### config.mk
export PLATFORM = sky130hd
export DESIGN_NAME = rca_mp_add_seq
export DESIGN_NICKNAME = d
export VERILOG_FILES = /design/src/rtl/rca_seq_pkg.sv /design/src/rtl/rca18_cin.sv /design/src/rtl/rca_mp_add_seq.sv
export SDC_FILE = /design/constraint.sdc
export NUM_CORES = 1
export LEC_CHECK = 0
export BUFFER_PORTS_ARGS = -buffer_cell sky130_fd_sc_hd__buf_2
export CORE_ASPECT_RATIO = 0.8
export CORE_MARGIN = 2
export CORE_UTILIZATION = 55
export DETAILED_ROUTE_END_ITERATION = 6
export PLACE_DENSITY = 0.88
export SLEW_MARGIN = 20
export SYNTH_ARGS = -nofsm -noshare
export SYNTH_HDL_FRONTEND = slang
export SYNTH_SLANG_ARGS = --single-unit
### constraint.sdc
create_clock -name clk -period 10.8 [get_ports clk]
set_clock_uncertainty 0.2 [all_clocks]
set_input_delay 2.16 -clock clk [delete_from_list [all_inputs] [get_ports clk]]
set_output_delay 2.16 -clock clk [all_outputs]
set_load 0.01 [all_outputs]
### src/rtl/rca_seq_pkg.sv
// Shared types and constants for the multi-precision add sequencer.
// Holds the sequencer state enum, the slice width and the index-width helper.
package rca_seq_pkg;

    typedef enum logic [1:0] {
        IDLE = 2'd0,
        RUN  = 2'd1,
        DONE = 2'd2
    } state_t;

    localparam int SLICE_WIDTH   = 18;
    localparam int DEFAULT_WORDS = 4;

    // Word index width; never narrower than one bit.
    function automatic int idx_width(input int words);
        return (words > 1) ? $clog2(words) : 1;
    endfunction

endpackage

### src/rtl/rca18_cin.sv
// 18-bit ripple-carry adder slice with carry-in, built as a chain of full adders.
// Purely combinational; the carry between slices is registered by the caller.
module rca18_cin
    import rca_seq_pkg::*;
(
    output logic [SLICE_WIDTH-1:0] s,
    output logic                   co,
    input  logic [SLICE_WIDTH-1:0] x,
    input  logic [SLICE_WIDTH-1:0] y,
    input  logic                   ci
);

    logic [SLICE_WIDTH:0] c;

    assign c[0] = ci;

    for (genvar i = 0; i < SLICE_WIDTH; i++) begin : g_fa
        assign s[i]   = x[i] ^ y[i] ^ c[i];
        assign c[i+1] = (x[i] & y[i]) | (c[i] & (x[i] ^ y[i]));
    end

    assign co = c[SLICE_WIDTH];

endmodule

### src/rtl/rca_mp_add_seq.sv
// Multi-precision adder: one 18-bit slice reused LSW-first with a registered carry.
// Optional subtract support is built only when RCA_SEQ_SUB_EN is defined.
//
// state | meaning
// IDLE  | ready for a request; operands latched on accept
// RUN   | one word pair per cycle through the slice, carry chained in a register
// DONE  | result held on rsp_s with rsp_valid until rsp_ready
module rca_mp_add_seq
    import rca_seq_pkg::*;
#(
    parameter int WIDTH = SLICE_WIDTH,
    parameter int WORDS = DEFAULT_WORDS
) (
    input  logic                 clk,
    input  logic                 rst,
    input  logic                 req_valid,
    output logic                 req_ready,
    input  logic [WORDS*WIDTH-1:0] req_x,
    input  logic [WORDS*WIDTH-1:0] req_y,
    input  logic                 req_sub,
    output logic                 rsp_valid,
    input  logic                 rsp_ready,
    output logic [WORDS*WIDTH:0] rsp_s,
    output logic                 busy
);

    localparam int NB = WORDS * WIDTH;
    localparam int IW = idx_width(WORDS);
    localparam logic [IW-1:0] LAST_IDX = IW'(WORDS - 1);

    state_t          state, state_nxt;
    logic [NB-1:0]   x_sh, y_sh, y_in;
    logic            cin0;
    logic [IW-1:0]   idx;
    logic            carry;
    logic [NB:0]     sum;
    logic [WIDTH-1:0] slice_s;
    logic            slice_co;
    logic            accept, last;

`ifdef RCA_SEQ_SUB_EN
    assign y_in = req_sub ? ~req_y : req_y;
    assign cin0 = req_sub;
`else
    logic unused_sub;
    assign unused_sub = req_sub;
    assign y_in       = req_y;
    assign cin0       = 1'b0;
`endif

    // Operands shift right each RUN cycle, so the slice always reads word 0.
    rca18_cin u_slice (
        .s  (slice_s),
        .co (slice_co),
        .x  (x_sh[WIDTH-1:0]),
        .y  (y_sh[WIDTH-1:0]),
        .ci (carry)
    );

    assign accept = req_valid && req_ready;
    assign last   = (idx == LAST_IDX);
    assign rsp_s  = sum;

    always_ff @(posedge clk) begin
        if (rst) state <= IDLE;
        else     state <= state_nxt;
    end

    always_comb begin
        state_nxt = state;
        case (state)
            IDLE:    if (accept)    state_nxt = RUN;
            RUN:     if (last)      state_nxt = DONE;
            DONE:    if (rsp_ready) state_nxt = IDLE;
            default:                state_nxt = IDLE;
        endcase
    end

    always_comb begin
        req_ready = 1'b0;
        rsp_valid = 1'b0;
        busy      = 1'b0;
        case (state)
            IDLE: req_ready = !rst;
            RUN:  busy      = 1'b1;
            DONE: begin
                busy      = 1'b1;
                rsp_valid = 1'b1;
            end
            default: ;
        endcase
    end

    always_ff @(posedge clk) begin
        if (rst) begin
            x_sh  <= '0;
            y_sh  <= '0;
            idx   <= '0;
            carry <= 1'b0;
            sum   <= '0;
        end else begin
            case (state)
                IDLE: if (accept) begin
                    x_sh  <= req_x;
                    y_sh  <= y_in;
                    idx   <= '0;
                    carry <= cin0;
                    sum   <= '0;
                end
                RUN: begin
                    sum[int'(idx)*WIDTH +: WIDTH] <= slice_s;
                    carry <= slice_co;
                    idx   <= idx + 1'b1;
                    x_sh  <= x_sh >> WIDTH;
                    y_sh  <= y_sh >> WIDTH;
                    if (last) sum[NB] <= slice_co;
                end
                default: ;
            endcase
        end
    end

endmodule
After elaboration in Yosys (flattened, before gate mapping)
Cells that the tools add are included.
{"block": "classes", "eq_ne": 6, "n_mul": 1, "n_shift": 2, "n_bitwise": 90, "n_mux": 19, "n_reduce_logical": 7, "add_sub_neg": 2}
{"operator": "$pmux 72 s2", "count": 2}
{"operator": "$pmux 73 s2", "count": 1}
{"operator": "$mux 72", "count": 2}
{"operator": "$bwmux 73", "count": 1}
{"operator": "$mux 73", "count": 1}
{"operator": "$shift 18x33->73 const A", "count": 1}
{"operator": "$shiftx 18x33->73", "count": 1}
{"operator": "$and 1x1->1", "count": 36}
{"operator": "$xor 1x1->1", "count": 36}
{"operator": "$neg 7->33", "count": 1}
{"operator": "$or 1x1->1", "count": 18}
{"operator": "$mux 2", "count": 4}
{"operator": "$mul 2x4->6 const B", "count": 1}
{"operator": "$ne 2x2->1 const B", "count": 3}
{"operator": "$pmux 2 s3", "count": 1}
{"operator": "$mux 1", "count": 5}
{"operator": "$eq 2x2->1 const B", "count": 2}
{"operator": "$pmux 2 s2", "count": 1}
{"operator": "$reduce_and 3->1", "count": 1}
{"operator": "$add 2x1->2 const B", "count": 1}
{"operator": "$eq 2x1->1 const B", "count": 1}
{"operator": "$logic_not 2->1", "count": 1}
{"operator": "$pmux 1 s2", "count": 1}
{"operator": "$reduce_and 2->1", "count": 1}
{"operator": "other kinds (4)", "count": 4}
{"block": "word_totals", "input_bits": 149, "out_inout_bits": 76, "ff_bits": 222}

Logic depth before layout (Yosys ltp)
{"block": "depth", "ltp_word": 40, "mapped_depth": 26, "depth_no_buf": 26}

Hierarchy
A second synthesis with hierarchy kept.
{"block": "unflattened", "hier_cells": 1147, "hier_area_um2": 11001.8}
{"mod": "rca_mp_add_seq", "area_each_um2": 10603.9, "instances": 1, "seq_area_each_um2": 4444.3, "cells_each": 1119}
{"mod": "rca18_cin", "area_each_um2": 397.9, "instances": 1, "seq_area_each_um2": 0.0, "cells_each": 28}

Worst setup path after synthesis
No wires, ideal clock.
{"block": "synth_path", "kind": "reg2reg", "from": "reg carry", "to": "reg sum[51] (netlist: rsp_s[51])", "path_stages_with_launch": 26, "slack_ns": 2.833, "arrival_time_ns": 7.701, "period_less_slack_ns": 7.967, "t_required_ns": 10.535, "cell_sequence": "dfxtp_1 inv_1 fa_1 fa_1 fa_1 fa_1 fa_1 fa_1 fa_1 fa_1 fa_1 fa_1 fa_1 fa_1 fa_1 fa_1 inv_1 fa_1 fa_1 fa_1 inv_1 fa_1 mux4_1 mux2i_1 a22oi_1 nor2_1"}
{"block": "synth_between", "elab_chain_cells": 38, "elab_cells_between_ends": 55, "classes_between": "1 x shift; 2 x mux; 52 x bitwise"}
{"item": "start, declared", "line": "rca_mp_add_seq.sv:35", "rtl": "logic carry;"}
{"item": "start signal, assigned", "line": "rca_mp_add_seq.sv:107", "rtl": "carry <= cin0;"}
{"item": "start signal, assigned", "line": "rca_mp_add_seq.sv:112", "rtl": "carry <= slice_co;"}
{"item": "$and 1x1->1", "line": "rca18_cin.sv:19", "rtl": "assign c[i+1] = (x[i] & y[i]) | (c[i] & (x[i] ^ y[i]));"}
{"item": "$or 1x1->1", "line": "rca18_cin.sv:19"}
{"item": "$and 1x1->1", "line": "rca18_cin.sv:19"}
{"item": "$or 1x1->1", "line": "rca18_cin.sv:19"}
{"item": "$and 1x1->1", "line": "rca18_cin.sv:19"}
{"item": "$or 1x1->1", "line": "rca18_cin.sv:19"}
{"item": "$and 1x1->1", "line": "rca18_cin.sv:19"}
{"item": "$or 1x1->1", "line": "rca18_cin.sv:19"}
{"item": "[22 not listed]"}
{"item": "$and 1x1->1", "line": "rca18_cin.sv:19"}
{"item": "$or 1x1->1", "line": "rca18_cin.sv:19"}
{"item": "$and 1x1->1", "line": "rca18_cin.sv:19"}
{"item": "$or 1x1->1", "line": "rca18_cin.sv:19"}
{"item": "$xor 1x1->1", "line": "rca18_cin.sv:18", "rtl": "assign s[i] = x[i] ^ y[i] ^ c[i];"}
{"item": "$shiftx 18x33->73 *", "line": "rca_mp_add_seq.sv:111", "rtl": "sum[int'(idx)*WIDTH +: WIDTH] <= slice_s;"}
{"item": "$bwmux 73 *", "line": "rca_mp_add_seq.sv:111"}
{"item": "$pmux 73 s2 *", "line": "rca_mp_add_seq.sv:102", "rtl": "case (state)"}
{"item": "end signal, assigned by index", "line": "rca_mp_add_seq.sv:111"}
{"item": "end signal, assigned by index", "line": "rca_mp_add_seq.sv:116", "rtl": "if (last) sum[NB] <= slice_co;"}
{"item": "end, declared", "line": "rca_mp_add_seq.sv:36", "rtl": "logic [NB:0] sum;"}
Every way passes the cells marked *; elsewhere a longest branch is shown, timed or not.
A chain may end at the register's enable or synchronous reset.

Worst setup path after layout
Ends and elaborated chain as after synthesis.

==> impl_results.md <==
* Wire length per cell after detailed routing at 18.3 µm
* Vias per inst at 5.85
* Width of the die at 158 µm
* Maximum fanout count along the critical path at 6
* Standard cell area after detailed placement at 11,500 µm²
* Input/output buffers at 223
* DRT Pass-1 Iters at 6
* Number of cells traversed by the worst register-to-register path at 25
* Cts bufs inserted at 23
* Deepest level of the CTS H-tree at 1
* Kind of start point of the critical path: register
* Final setup violation count at 0
* DRT Wirelength at 27,900 µm
* Via count at 8,921
* Global routing usage summed across all routing layers at 0.270
* Clock tree from TritonCTS: done
* Netlist area before placement at 10,500 µm²
* Launching instance or port of the critical path: carry
* Buffer count from post-CTS setup fixing at 0
* Top post-synthesis cells by area: sky130_fd_sc_hd__dfxtp_1 42%, sky130_fd_sc_hd__mux2i_1 12%, sky130_fd_sc_hd__a211oi_1 7.9%
* Final number of hold-violating endpoints at 0
* Routability cong. at 0.896
* Core region area at 18,800 µm²
* Sink count of the clock tree at 222
* GR peak layer: met2
* Fraction of registers with async set or reset after synthesis at 0
* Sequential cell area fraction in the yosys report at 0.425
* Number of antenna diodes at 0
* Post-synthesis to final-layout area growth at 16.9%
* Cell count after synthesis at 1,081
* Total Nets Final at 1,428
* Grt met1 use at 0.378
* Clock Pin Slew Worst Setup and Hold Paths at 0.06 ns
* Count of routing violations after the opening detailed-route iteration at 836
* Area of the die at 20,200 µm²
* Initial core utilization at 0.556
* Util after Layout at 0.651
* Routing usage on met2 at 0.421
* Fraction of met3 tracks used by global routing at 0.0658
* Count of yosys warnings during synthesis at 0
* Fraction of final layout cells with drive strength greater than 1 at 0.238
* Synthesized net count at 1,259
* Min-Delay Path Depth at 2
* Total global routing overflow at 0
* Deepest clock path buffer count at 3
* Max IR drop VDD at 0.123 mV
* Number of violations of the max-capacitance limit at 0
* Most frequently used cell type in the post-synthesis netlist: sky130_fd_sc_hd__dfxtp_1
* Final routed DRC violation total at 0
* Primary FF master, synth: sky130_fd_sc_hd__dfxtp_1
* I/O pin total at 225
* Number of antenna-violating nets in the routed design at 0
* Launching point of the worst reg2reg path: carry
* Detail Placement HPWL at 19,400 µm
* Data arrival time of the critical path at 8.92 ns
* Worst hold slack at 0.260 ns
* First-pass GRT wire length at 43,300 µm
* Seq cells post-synth at 222
* Leading cell types by count after synthesis: 222 x sky130_fd_sc_hd__dfxtp_1, 206 x sky130_fd_sc_hd__nor2_1, 126 x sky130_fd_sc_hd__mux2i_1
* Highest achievable clock rate at 115 MHz
* CTS Root Buffer Type: sky130_fd_sc_hd__clkbuf_16
* Die extent in y at 127 µm
* HP Class: reg -> reg
* Type of the worst setup path: reg -> reg
* Slew @ Worst Pin at 0.955 ns
* Time the final worst path needs with I/O delays and setup at 8.68 ns
* Share of the cycle needed by the critical path after routing at 0.803
* Vias in the first global route at 8,273
* Post-route cell area at 12,200 µm²
* Required @ worst endpoint at 11.04 ns
* Run status: finished clean
* Static power due to leakage at 4.89 nW
* Critical path capture point type: register
* Share of the synthesized area in the top cell type at 0.425
* Average cell area after synthesis at 9.68 µm²
* # resized after CTS at 0
* Normalized max-slew margin at 0.363
* RSZ-0062 raised after global routing: false
* Site Rows at 45
* Clock latency on the worst-skew pair at 0.51 ns
* Hold path startpoint: rsp_s[5]
* Hold-fix buffer count after cts at 0
* Number of antenna violations at the first check in global routing at 0
* Count of flip-flops with a built-in enable after synthesis at 0
* Number of pins with negative max-slew slack in the final report at 0
* Pin count of the biggest net entering global routing at 116
* Total negative slack for setup checks at 0 ns
* Largest area contributor in the synthesized netlist: sky130_fd_sc_hd__dfxtp_1
* PD cells at 202 nW/µm²
* Distinct cell type count of the synthesized netlist at 57
* Final total power at 2.47 mW
-- state kept, by name, indices dropped and copies added (netlist names) --
signal,flops
idx,2
y_sh,72
rsp_s,73
carry,1
state,2
x_sh,72
-- stage by stage --
stage                     worst slack, ns  instances
after global placement               2.42       1482
after detailed placement             2.20       1482
after CTS                            2.18       1524
after global routing                 1.78       1525
final                                2.12       1525
after floorplan                      2.83       1081
-- layer usage --
layer  share of wire  up-vias
li1                -     4287
met1            0.44     4210
met2            0.45      366
met3           0.089       58
met4           0.025        0
met5               0        -
-- cell families after synthesis --
family | share of synthesized area
adders and majority gates | 0.0476
muxes | 0.146
and+or+nand+nor | 0.112
buffers and inverters | 0.0653
AOI/OAI and AO/OA | 0.205
DFF | 0.425
-- report_power, final --
part / switching (mW) / internal [mW] / total [mW]
registers: 0.0497 / 0.913 / 0.963
logic: 0.470 / 0.289 / 0.759
clock network: 0.325 / 0.424 / 0.749
total: 0.845 / 1.63 / 2.47
-- area by class of cell --
| class | count | area, µm² |
|---|---|---|
| clock inverter | 9 | 58.8 |
| timing repair buffer | 235 | 1230 |
| inverter | 45 | 169 |
| fill | 1573 | 6570 |
| sequential | 222 | 4440 |
| tap | 258 | 323 |
| multi-input combinational | 723 | 5360 |
| clock buffer | 33 | 653 |
-- critical path: stages, from the launching register on --
cell,delay [ns]
sky130_fd_sc_hd__dfxtp_1,0.34
sky130_fd_sc_hd__inv_1,0.07
sky130_fd_sc_hd__fa_1,0.45
sky130_fd_sc_hd__fa_1,0.40
sky130_fd_sc_hd__fa_1,0.39
sky130_fd_sc_hd__fa_1,0.40
sky130_fd_sc_hd__fa_1,0.40
sky130_fd_sc_hd__fa_1,0.41
sky130_fd_sc_hd__fa_1,0.41
sky130_fd_sc_hd__fa_1,0.41
sky130_fd_sc_hd__fa_1,0.39
sky130_fd_sc_hd__fa_1,0.39
sky130_fd_sc_hd__fa_1,0.40
sky130_fd_sc_hd__fa_1,0.40
sky130_fd_sc_hd__fa_1,0.39
sky130_fd_sc_hd__fa_1,0.37
sky130_fd_sc_hd__inv_1,0.07
sky130_fd_sc_hd__fa_1,0.18
sky130_fd_sc_hd__fa_1,0.19
sky130_fd_sc_hd__fa_1,0.16
sky130_fd_sc_hd__inv_1,0.05
sky130_fd_sc_hd__fa_1,0.56
sky130_fd_sc_hd__mux4_1,0.65
sky130_fd_sc_hd__mux2i_1,0.32
sky130_fd_sc_hd__a22oi_1,0.12
sky130_fd_sc_hd__nor2_1,0.10
-- worst paths after layout --
| kind | end | slack, ns |
|---|---|---|
| worst min-delay path | rsp_s[5] | 0.26 |
| worst max-delay path | rsp_s[51] | 2.12 |
| worst max register to register | rsp_s[51] | 2.12 |
| worst min register to register | rsp_s[5] | 0.26 |
-- placed cells by master (no fill, tap or decap), types with 6 or more instances in the layout --
cell                        instances
sky130_fd_sc_hd__dfxtp_1          222
sky130_fd_sc_hd__buf_2            222
sky130_fd_sc_hd__nor2_1           206
sky130_fd_sc_hd__mux2i_1          126
sky130_fd_sc_hd__a211oi_1         110
sky130_fd_sc_hd__a22oi_1           64
sky130_fd_sc_hd__inv_1             42
sky130_fd_sc_hd__a22o_1            30
sky130_fd_sc_hd__clkbuf_16         23
sky130_fd_sc_hd__fa_1              18
sky130_fd_sc_hd__o22ai_1           17
sky130_fd_sc_hd__nand2_1           13
sky130_fd_sc_hd__a21oi_1           12
sky130_fd_sc_hd__o21ai_0           11
sky130_fd_sc_hd__buf_4             11
sky130_fd_sc_hd__ha_1              10
sky130_fd_sc_hd__nand2b_1           8
sky130_fd_sc_hd__nor2b_1            7
sky130_fd_sc_hd__mux2_2             7
sky130_fd_sc_hd__mux4_2             6
sky130_fd_sc_hd__clkbuf_1           6
(Power assumes the default switching activity.)
